===== config.mk =====
export PLATFORM = sky130hd
export DESIGN_NAME = call_stack
export DESIGN_NICKNAME = d
export VERILOG_FILES = /design/src/rtl/call_stack_pkg.sv /design/src/rtl/call_stack_lifo_ram.sv /design/src/rtl/call_stack.sv
export SDC_FILE = /design/constraint.sdc
export NUM_CORES = 1
export LEC_CHECK = 0
export ABC_CLOCK_PERIOD_IN_PS = 10800
export BUFFER_PORTS_ARGS = -buffer_cell sky130_fd_sc_hd__buf_2
export CAP_MARGIN = 20
export CELL_PAD_IN_SITES_DETAIL_PLACEMENT = 1
export CELL_PAD_IN_SITES_GLOBAL_PLACEMENT = 2
export CORE_UTILIZATION = 52
export CTS_CLUSTER_DIAMETER = 100
export DETAILED_ROUTE_END_ITERATION = 8
export PLACE_DENSITY_LB_ADDON = 0.1
export SLEW_MARGIN = 20
export SYNTH_ARGS = -nofsm -noshare
export SYNTH_HDL_FRONTEND = slang
export SYNTH_SLANG_ARGS = --single-unit

===== constraint.sdc =====
create_clock -name clk -period 10.8 [get_ports clk]
set_input_delay 1.08 -clock clk [delete_from_list [all_inputs] [get_ports clk]]
set_output_delay 1.08 -clock clk [all_outputs]
set_load 0.005 [all_outputs]

===== src/rtl/call_stack_pkg.sv =====
// call_stack_pkg: shared op encoding, default sizes and push/pop decode for the return-address stack
package call_stack_pkg;

    localparam int CS_DATA_W = 32;
    localparam int CS_DEPTH  = 16;

    typedef enum logic [1:0] {
        OP_NOP,
        OP_PUSH,
        OP_POP,
        OP_REPL
    } stack_op_t;

    // push+pop on an empty stack degrades to a plain push, so it never raises underflow
    function automatic stack_op_t decode_op(input logic push, input logic pop, input logic empty);
        return (push && pop && !empty) ? OP_REPL : push ? OP_PUSH : pop ? OP_POP : OP_NOP;
    endfunction

endpackage


===== src/rtl/call_stack_lifo_ram.sv =====
// lifo_ram: DEPTH x DATA_W storage with one synchronous write port and one asynchronous read port
module lifo_ram #(
    parameter int DATA_W = 32,
    parameter int DEPTH  = 16,
    parameter int AW     = $clog2(DEPTH)
) (
    input  logic              clk,
    input  logic              we_i,
    input  logic [AW-1:0]     waddr_i,
    input  logic [DATA_W-1:0] wdata_i,
    input  logic [AW-1:0]     raddr_i,
    output logic [DATA_W-1:0] rdata_o
);

    logic [DATA_W-1:0] mem_q [DEPTH];

    // entries are never reset; only live slots below the write pointer are ever observed
    always_ff @(posedge clk) begin
        if (we_i) mem_q[waddr_i] <= wdata_i;
    end

    assign rdata_o = mem_q[raddr_i];

endmodule


===== src/rtl/call_stack.sv =====
// call_stack: circular LIFO of return PCs with push/pop/replace/flush and sticky over/underflow
// Build option: define CALL_STACK_OVF_WRAP_EN to let a push on a full stack overwrite the oldest entry
module call_stack
    import call_stack_pkg::*;
#(
    parameter  int DATA_W = CS_DATA_W,
    parameter  int DEPTH  = CS_DEPTH,
    localparam int PTR_W  = $clog2(DEPTH)
) (
    input  logic              clk,
    input  logic              rst,
    input  logic              push,
    input  logic              pop,
    input  logic              flush,
    input  logic              clr_err,
    input  logic [DATA_W-1:0] data_in,
    output logic [DATA_W-1:0] top,
    output logic [PTR_W:0]    count,
    output logic              empty,
    output logic              full,
    output logic              overflow,
    output logic              underflow
);

    localparam logic [PTR_W:0] FULL_CNT = (PTR_W+1)'(DEPTH);

    logic [PTR_W-1:0]  wp_q, wp_d, top_ptr, waddr;
    logic [PTR_W:0]    count_q, count_d;
    logic              ovf_q, ovf_d, unf_q, unf_d, we;
    logic [DATA_W-1:0] rdata;
    stack_op_t         op;

    assign top_ptr   = wp_q - PTR_W'(1);
    assign empty     = count_q == '0;
    assign full      = count_q == FULL_CNT;
    assign count     = count_q;
    assign overflow  = ovf_q;
    assign underflow = unf_q;
    assign top       = empty ? '0 : rdata;
    assign op        = decode_op(push, pop, empty);

    // next-state: flush beats push/pop; a fresh error overrides clr_err in the same cycle
    always_comb begin
        wp_d    = wp_q;
        count_d = count_q;
        ovf_d   = ovf_q & ~clr_err;
        unf_d   = unf_q & ~clr_err;
        we      = 1'b0;
        waddr   = wp_q;
        if (flush) begin
            wp_d    = '0;
            count_d = '0;
        end else begin
            case (op)
                OP_PUSH: begin
                    if (!full) begin
                        we      = 1'b1;
                        wp_d    = wp_q + PTR_W'(1);
                        count_d = count_q + 1'b1;
                    end else begin
                        ovf_d = 1'b1;
`ifdef CALL_STACK_OVF_WRAP_EN
                        we    = 1'b1;
                        wp_d  = wp_q + PTR_W'(1);
`endif
                    end
                end
                OP_POP: begin
                    if (!empty) begin
                        wp_d    = top_ptr;
                        count_d = count_q - 1'b1;
                    end else begin
                        unf_d = 1'b1;
                    end
                end
                OP_REPL: begin
                    we    = 1'b1;
                    waddr = top_ptr;
                end
                default: ;
            endcase
        end
    end

    // pointer, occupancy and sticky flag registers
    always_ff @(posedge clk) begin
        if (rst) begin
            wp_q    <= '0;
            count_q <= '0;
            ovf_q   <= 1'b0;
            unf_q   <= 1'b0;
        end else begin
            wp_q    <= wp_d;
            count_q <= count_d;
            ovf_q   <= ovf_d;
            unf_q   <= unf_d;
        end
    end

    lifo_ram #(
        .DATA_W (DATA_W),
        .DEPTH  (DEPTH),
        .AW     (PTR_W)
    ) u_ram (
        .clk     (clk),
        .we_i    (we & ~rst),
        .waddr_i (waddr),
        .wdata_i (data_in),
        .raddr_i (top_ptr),
        .rdata_o (rdata)
    );

endmodule

==> summary.md, run 1 <==
| Metric | Value |
|---|---|
| Vias per inst | 6.200 |
| Area share of the largest cell type after synthesis | 75.88% |
| Initial antenna violation count | 4 |
| Leak | 7.134 nW |
| Clock Path Buffers | 3 |
| Row count | 71 |
| Post-place instance area | 0.02145 mm2 |
| Cell family with most CP delay | buffers and inverters |
| Postcts setup bufs | 0 |
| # resized after CTS | 0 |
| Hold Slack | 0.4780 ns |
| Post-synthesis sequential area ratio | 76.96% |
| Crit path capture type | output pin |
| Delay of the slowest cell on the worst path | 1.00 ns |
| I/O pins | 79 |
| Final Hold Fails | 0 |
| Syn nets | 1005 |
| Core area | 0.03802 mm2 |
| DIE AREA | 0.03976 mm2 |
| Clk_lat worst skew | 0.59 ns |
| Congestion Overflow GR | 0 |
| Maxcap violations | 0 |
| Final Instance Count excl. Fillers | 1619 |
| Final Setup Violations | 0 |
| Required time of the critical path | 9.72 ns |
| VDD IR max | 0.0001610 V |
| CP arrival | 4.86 ns |
| Die Ht | 199.4 um |
| Distinct cells, synth | 46 |
| Tot Pwr | 4.298 mW |
| 1st-iter DRT viols | 675 |
| Crit-path max FO | 71 |
| CP Class | flip-flop to output pin |
| Final Cycle Share | 54.99% |
| Vias | 10040 |
| Layout cells sized above 1 | 29.84% |
| Max Fclk | 168.4 MHz |
| Crit-path slowest cell | ha_4 |
| Top cells by area, synth | edfxtp_1 76%, mux4_2 14%, o221ai_1 1.4%, nand2_1 1.3%, a22oi_1 1.2% |
| RSZ-0062 raised after global routing | false |
| Mapped Cells | 961 |
| Routed Antenna Nets | 0 |
| Drt first pass iters | 4 |
| Post-synth ARST share | 0% |
| Commonest non-fill, non-tap cell in the layout | edfxtp_1 |
| Number of global-route vias before repair | 10710 |
| EDFF count, synth | 512 |
| P&R area growth vs syn | 13.63% |
| Setup tns final | 0 ns |
| CTS Buf Count | 52 |
| Highest-count cells in the layout ignoring fill and taps | 512 x edfxtp_1, 128 x mux4_2, 78 x buf_2 |
| Mapped Avg Cell Area | 21.09 um2 |
| Post-synth top area cell | edfxtp_1 |
| First-pass GRT wire length | 69190 um |
| Root Driver | clkbuf_16 |
| Post-Place Cells | 1521 |
| Setup crit start kind | flip-flop |
| DPL Wire Length | 25040 um |
| H-tree levels | 2 |
| Initial Util | 53.29% |
| CTS tree | yes |
| DP Worst Slack | 5.403 ns |
| CTS Hold Bufs | 0 |
| Synth warn | 0 |
| Setup WS post-layout | 4.861 ns |
| Fin area | 0.02302 mm2 |
| Synthesis-stage register bit count | 523 |
| Largest net degree at the start of global routing | 72 |
| # clock sinks | 523 |
| Slew margin rel. | 27.84% |
| Nets@finish | 1108 |
| Hold Path Class | flip-flop to flip-flop |
| Crit path time final | 5.939 ns |
| Netlist Area Pre-Place | 0.02026 mm2 |
| Pwr Density | 186.7 mW/mm2 |
| Final slew viol count | 0 |
| Die W | 199.4 um |
| GRT Util Overall | 24.88% |
| Top_reg_cell synth | edfxtp_1 |
| Worst-margin pin slew | 1.079 ns |
| Wire per inst | 29.34 um |
| Clock Skews | 0.01382 ns |
| Routability congestion estimate from global placement | 0.7161 |
| Routed WL | 47510 um |
| DRC errors left | 0 |
| Crit path cell chain | inv_1, ha_4, buf_4, mux4_2, a22oi_1, o221ai_1, buf_2 |
| # port buffers | 78 |
| Clock-pin slew on the worst setup and hold paths | 0.06 ns |
| Buffers and inverters on the worst path | 3 |
| Final core utilization | 60.56% |
| Status | complete, no violations |
cell families (layout without fill, tap and decap cells):
family | count (synthesis) | in the layout | synth area share, %
AOI/OAI and AO/OA | 100 | 100 | 3.773
xor gates and xnor gates | 8 | 8 | 0.3458
adders and majority gates | 6 | 6 | 0.4075
buffers and inverters | 64 | 209 | 1.284
DFF | 523 | 523 | 76.96
muxes | 131 | 131 | 14.44
other | 0 | 2 | 0
and+or+nand+nor | 129 | 129 | 2.791
layout make-up:
class	instances	area (um2)
clock inverters	30	171.4
multi-input cells	374	4598
repair buffers	103	578.1
fillers	3208	15000
inverters	10	37.54
clock buffers	66	1396
flip-flops and latches	523	15600
diodes	2	5.005
well taps	511	639.4
cells in the mapped netlist (2+ instances only):
cell        n
a21oi_1    12
nand2b_1    3
and3_1      3
a211o_1     2
nor2b_1     3
a211oi_1    4
a31oi_1     4
clkbuf_1   37
xnor2_1     7
mux2i_1     2
o21ai_0     5
o221ai_1   32
o211ai_1    3
nand2_1    72
mux4_2    128
buf_1       6
inv_1      10
or3_1       2
edfxtp_1  512
or2_2       3
buf_2      10
ha_1        5
a22oi_1    32
nor2_1     29
dfxtp_1    11
nand4_1     4
power by group:
| group | total [mW] | internal [mW] | switching (mW) | leakage (nW) |
|---|---|---|---|---|
| combinational | 0.379 | 0.151 | 0.228 | 1.66 |
| sequential | 2.25 | 2.24 | 0.0106 | 4.70 |
| clock | 1.67 | 0.935 | 0.734 | 0.774 |
flip-flops by register name, summed over array words and instances (netlist names):
signal,count
overflow,1
underflow,1
count,5
u_ram.mem_q,512
wp_q,4
metal layers:
layer	share of wire (%)	vias up	track usage, %	routed length (um)
met2	51	291	42.30	24200
met1	42	5434	33.41	19760
li1	-	4234	-	-
met4	2.4	4	7.407	1144
met3	5.0	75	3.966	2374
met5	0.057	-	0	27
tightest hold or removal path: cells and delay by family (launching register included):
family / cells / cell delay (ns)
DFF: 1 / 0.31
and+or+nand+nor: 1 / 0.07
AOI/OAI and AO/OA: 1 / 0.06
path summary, 6_finish.rpt:
| path | from | end | slack, ns | depth (start not counted) |
|---|---|---|---|---|
| max | wp_q[0] | top[0] | 4.86 | 7 |
| min | overflow | overflow | 0.48 | 2 |
| max reg2reg | wp_q[0] | u_ram.mem_q[8][3] | 6.73 | 6 |
| min reg2reg | overflow | overflow | 0.48 | 2 |
No activity file was read; power rests on OpenSTA's default activity.
==> inputs of run 2 (changes only) <==
- ABC_CLOCK_PERIOD_IN_PS: 10800 -> 5800
- CORE_UTILIZATION: 52 -> 49
- clock period: 10.8 -> 5.8 ns (I/O delays scaled with it)
==> run 2 against run 1 <==
  * Clock skew rose by 0.0067 ns
  * Final cell count grew 1.2%
  * Sequential share of layout area shrank 0.059 points
  * Worst hold slack lost 0.26 ns
  * Clock-buffer cell count grew 4
  * Global-route usage decreased by 1.5 points
  * Setup slack got worse by 3.6 ns
==> summary.md, run 2 (same netlist as run 1, synthesis figures left out) <==
| Metric | Value |
|---|---|
| Setup tns final | 0 ns (unchanged) |
| Final Instance Count excl. Fillers | 1639 (+1.2%) |
| Final Hold Fails | 0 (unchanged) |
| Postcts setup bufs | 0 (unchanged) |
| DPL Wire Length | 24590 um (-1.8%) |
| Routability congestion estimate from global placement | 0.7077 (-1.2%) |
| Max Fclk | 218.6 MHz |
| Setup crit start kind | flip-flop |
| Hold Path Class | input port to flip-flop |
| Clock-pin slew on the worst setup and hold paths | 0.06 ns (about the same) |
| Leak | 7.116 nW (-0.24%) |
| Vias per inst | 6.075 (-2.0%) |
| Die W | 205.4 um (+3.0%) |
| VDD IR max | 0.0002941 V (+83%) |
| RSZ-0062 raised after global routing | false |
| Crit path time final | 4.575 ns |
| Maxcap violations | 0 (unchanged) |
| Largest Register | u_ram.mem_q |
| # port buffers | 78 (unchanged) |
| Clock Path Buffers | 3 (unchanged) |
| Post-place instance area | 0.02149 mm2 (+0.18%) |
| Clk_lat worst skew | 0.61 ns (+0.02 ns) |
| DIE AREA | 0.04217 mm2 (+6.1%) |
| Slew margin rel. | 27.39% (-0.45 points) |
| Initial Util | 49.63% (-3.7 points) |
| First-pass GRT wire length | 69830 um (+0.92%) |
| Final Cycle Share | 78.88% |
| Fillers | 3482 (+8.5%) |
| CTS Buf Count | 54 (+3.8%) |
| Setup WS post-layout | 1.225 ns (-3.636 ns) |
| GRT Util Overall | 23.43% (-1.5 points) |
| # clock sinks | 523 (unchanged) |
| Row count | 74 (+4.2%) |
| Routed Antenna Nets | 0 (unchanged) |
| Layout cells sized above 1 | 29.39% (-0.45 points) |
| P&R area growth vs syn | 13.73% (about the same) |
| CP Class | flip-flop to output pin |
| Hold Slack | 0.2175 ns (-0.2605 ns) |
| CTS Hold Bufs | 0 (unchanged) |
| Pwr Density | 347.1 mW/mm2 (+86%) |
| CTS tree | yes |
| Tot Pwr | 7.999 mW (+86%) |
| Crit-path max FO | 94 (+32%) |
| Number of global-route vias before repair | 10540 (-1.6%) |
| Worst-margin pin slew | 1.087 ns (+0.007571 ns) |
| Max reg flops | 512 (unchanged) |
| Required time of the critical path | 5.22 ns (-4.50 ns) |
| Post-Place Cells | 1542 (+1.4%) |
| Die Ht | 205.4 um (+3.0%) |
| Highest-count cells in the layout ignoring fill and taps | 512 x edfxtp_1, 128 x mux4_2, 78 x buf_2 |
| CP arrival | 3.99 ns (-0.87 ns) |
| Drt first pass iters | 5 (+1) |
| Congestion Overflow GR | 0 (unchanged) |
| 1st-iter DRT viols | 706 (+4.6%) |
| # resized after CTS | 0 (unchanged) |
| Core area | 0.04083 mm2 (+7.4%) |
| Largest net degree at the start of global routing | 95 (+32%) |
| Final slew viol count | 0 (unchanged) |
| Nets@finish | 1110 (+0.18%) |
| Final Setup Violations | 0 (unchanged) |
| Clock Skews | 0.02052 ns (+0.006704 ns) |
| H-tree levels | 2 (unchanged) |
| Fin area | 0.02304 mm2 (about the same) |
| Status | complete, no violations |
| Initial antenna violation count | 1 (-3) |
| Commonest non-fill, non-tap cell in the layout | edfxtp_1 |
| Routed WL | 47410 um (-0.20%) |
| Crit path capture type | output pin |
| Wire per inst | 28.93 um (-1.4%) |
| DRC errors left | 0 (unchanged) |
| Root Driver | clkbuf_16 |
| I/O pins | 79 (unchanged) |
| Vias | 9957 (-0.81%) |
| DP Worst Slack | 1.727 ns (-3.675 ns) |
| Final core utilization | 56.44% (-4.1 points) |
## run 2: power breakdown
group	leakage, nW	switching (mW)	total (mW)	internal [mW]
registers	4.70	0.0178	4.19	4.17
logic	1.67	0.425	0.704	0.279
clock network	0.753	1.38	3.11	1.73
total	7.12	1.83	8.00	6.17
## run 2: cell type report
class | instances | area, um2 | area share [%]
antenna | 1 | 2.502 | 0.01086
sequential | 523 | 15600 | 67.69
inverter | 10 | 37.54 | 0.1629
multi-input combinational | 374 | 4598 | 19.95
clock buffer | 70 | 1433 | 6.217
timing repair buffer | 103 | 590.6 | 2.563
tap | 532 | 665.6 | 2.888
clock inverter | 26 | 118.9 | 0.5158
## run 2: critical path: stages, from the launching register on
cell	delay (ns)
dfxtp_4	0.71
inv_1	0.26
ha_4	0.73
buf_12	0.54
mux4_2	0.40
a22oi_1	0.27
o221ai_1	0.24
buf_2	0.21
## run 2: worst paths after layout
| path | start | to | slack, ns | cells past startpoint |
|---|---|---|---|---|
| worst max-delay path | wp_q[0] | top[31] | 1.23 | 7 |
| worst min-delay path | rst | overflow | 0.22 | 2 |
| worst max register to register | wp_q[0] | u_ram.mem_q[10][19] | 1.83 | 7 |
| worst min register to register | overflow | overflow | 0.48 | 2 |
## run 2: per-layer routing
metal | up-vias | global-route usage [%] | wire, um
met2 | 226 | 37.92 | 23300
met5 | - | 0 | 0
met4 | 0 | 6.429 | 808
met1 | 5430 | 33.73 | 21570
met3 | 56 | 3.183 | 1742
li1 | 4245 | - | -
==> inputs of run 3 (changes only) <==
- ABC_CLOCK_PERIOD_IN_PS: 5800 -> 4200
- CORE_UTILIZATION: 49 -> 44
- clock period: 5.8 -> 4.2 ns (I/O delays scaled with it)
==> run 3 against run 2 <==
  * Setup slack lost 1.1 ns
  * Wire length is essentially flat
  * Non-clock buffer count rose by 8
  * Global-route usage is 2.6 points lower
  * Worst hold slack worse by 0.18 ns
  * Clock power is 55% higher
  * Final cell count increased by 4.9%
  * Combinational power up 43%
  * Total power up 45%
  * Utilization is 4.6 points lower
  * Register-to-register slack got worse by 1.2 ns
  * Flip-flop and latch count stayed put
  * Highest routed layer unchanged
==> summary.md, run 3 (same netlist as run 1, synthesis figures left out) <==
| Metric | Value |
|---|---|
| Status | complete, no violations |
| Final Instance Count excl. Fillers | 1720 (+4.9%) |
| P&R area growth vs syn | 16.07% |
| DP Worst Slack | 0.6368 ns (-1.090 ns) |
| Final core utilization | 51.83% (-4.6 points) |
| Worst-margin pin slew | 1.034 ns (-0.05236 ns) |
| Hold path depth | 2 (unchanged) |
| RSZ-0062 raised after global routing | false |
| I/O pins | 79 (unchanged) |
| Post-Place Cells | 1616 (+4.8%) |
| # port buffers | 78 (unchanged) |
| Final Cycle Share | 95.96% |
| DPL Wire Length | 26220 um (+6.6%) |
| Die Ht | 216.6 um (+5.5%) |
| Vias | 9959 (+0.020%) |
| Number of global-route vias before repair | 10620 (+0.81%) |
| Pwr Density | 493.4 mW/mm2 (+42%) |
| 1st-iter DRT viols | 673 (-4.7%) |
| Initial Util | 44.65% (-5.0 points) |
| Setup crit start kind | flip-flop |
| DIE AREA | 0.04692 mm2 (+11%) |
| Routed Antenna Nets | 0 (unchanged) |
| Vias per inst | 5.790 (-4.7%) |
| Largest net degree at the start of global routing | 100 (+5.3%) |
| Final Hold Fails | 0 (unchanged) |
| Crit-path max FO | 17 (-82%) |
| Routability congestion estimate from global placement | 0.6888 (-2.7%) |
| Crit path capture type | output pin |
| Setup WS post-layout | 0.1697 ns (-1.055 ns) |
| Congestion Overflow GR | 0 (unchanged) |
| Layout cells sized above 1 | 30.98% (+1.6 points) |
| Core area | 0.04538 mm2 (+11%) |
| R2R setup slack | 0.66 ns (-1.17 ns) |
| Clock Path Buffers | 3 (unchanged) |
| # resized after CTS | 0 (unchanged) |
| Leak | 7.308 nW (+2.7%) |
| Row count | 78 (+5.4%) |
| First-pass GRT wire length | 70540 um (+1.0%) |
| Largest Register | u_ram.mem_q |
| Crit path time final | 4.030 ns |
| GRT Util Overall | 20.84% (-2.6 points) |
| CTS Hold Bufs | 0 (unchanged) |
| VDD IR max | 0.0003292 V (+12%) |
| CP Class | flip-flop to output pin |
| Final Setup Violations | 0 (unchanged) |
| Clock Skews | 0.01217 ns (-0.008354 ns) |
| CP arrival | 3.61 ns (-0.38 ns) |
| Drt first pass iters | 4 (-1) |
| Root Driver | clkbuf_16 |
| Die W | 216.6 um (+5.5%) |
| Final slew viol count | 0 (unchanged) |
| Maxcap violations | 0 (unchanged) |
| DRC errors left | 0 (unchanged) |
| Routed WL | 47440 um (about the same) |
| Setup tns final | 0 ns (unchanged) |
| Clock-pin slew on the worst setup and hold paths | 0.06 ns (about the same) |
| Nets@finish | 1119 (+0.81%) |
| Required time of the critical path | 3.78 ns (-1.44 ns) |
| Clk_lat worst skew | 0.61 ns (about the same) |
| Max reg flops | 512 (unchanged) |
| Fin area | 0.02352 mm2 (+2.1%) |
| Register area | 0.01560 mm2 (unchanged) |
| Slew margin rel. | 30.73% (+3.3 points) |
| Post-place instance area | 0.02171 mm2 (+1.0%) |
| # clock sinks | 523 (unchanged) |
| H-tree levels | 2 (unchanged) |
| Inserted Diodes | 0 (-1) |
| Max Fclk | 248.1 MHz |
| Commonest non-fill, non-tap cell in the layout | edfxtp_1 |
| Fillers | 4005 (+15%) |
| Multi-input gate area | 0.004598 mm2 (unchanged) |
| Highest-count cells in the layout ignoring fill and taps | 512 x edfxtp_1, 128 x mux4_2, 78 x buf_2 |
| Wire per inst | 27.58 um (-4.7%) |
| CTS tree | yes |
| Hold Path Class | input port to flip-flop |
| CTS Buf Count | 55 (+1.9%) |
| Hold Slack | 0.04169 ns (-0.1758 ns) |
| Initial antenna violation count | 0 (-1) |
| Tot Pwr | 11.61 mW (+45%) |
| R2r worst-path depth | 6 (-1) |
run 3: per-layer routing:
| metal | track usage, % | share of wire (%) |
|---|---|---|
| met1 | 29.00 | 44 |
| met2 | 34.23 | 49 |
| met3 | 3.551 | 4.5 |
| met4 | 5.446 | 2.2 |
| met5 | 0 | 0 |
run 3: power by group:
group / switching (mW) / total, mW / internal, mW
logic: 0.613 / 1.01 / 0.398
clock network: 2.00 / 4.82 / 2.83
registers: 0.0135 / 5.77 / 5.76
run 3: what timing repair did:
action                                  CTS  global route
endpoints found under the setup margin    0             3
endpoints found under the hold margin     0             0
setup buffers                             0             2
run 3: cell type report:
| cell class | instances | area share [%] |
|---|---|---|
| clock buffer | 61 | 6.128 |
| clock inverter | 41 | 1.511 |
| inverter | 10 | 0.1596 |
| multi-input combinational | 374 | 19.55 |
| sequential | 523 | 66.32 |
| tap | 600 | 3.192 |
| timing repair buffer | 111 | 3.139 |
run 3: worst max-delay path: stages, from the launching register on:
cell      delay, ns
dfxtp_4        0.39
inv_1          0.12
ha_4           0.21
nor2_1         0.24
a21oi_1        0.19
a211oi_4       0.88
buf_4          0.44
a22oi_1        0.15
o221ai_1       0.19
buf_2          0.20
run 3: final timing paths:
check	from	end
worst max-delay path	wp_q[0]	top[31]
worst min-delay path	rst	underflow
worst max register to register	count[3]	u_ram.mem_q[6][31]
worst min register to register	overflow	overflow
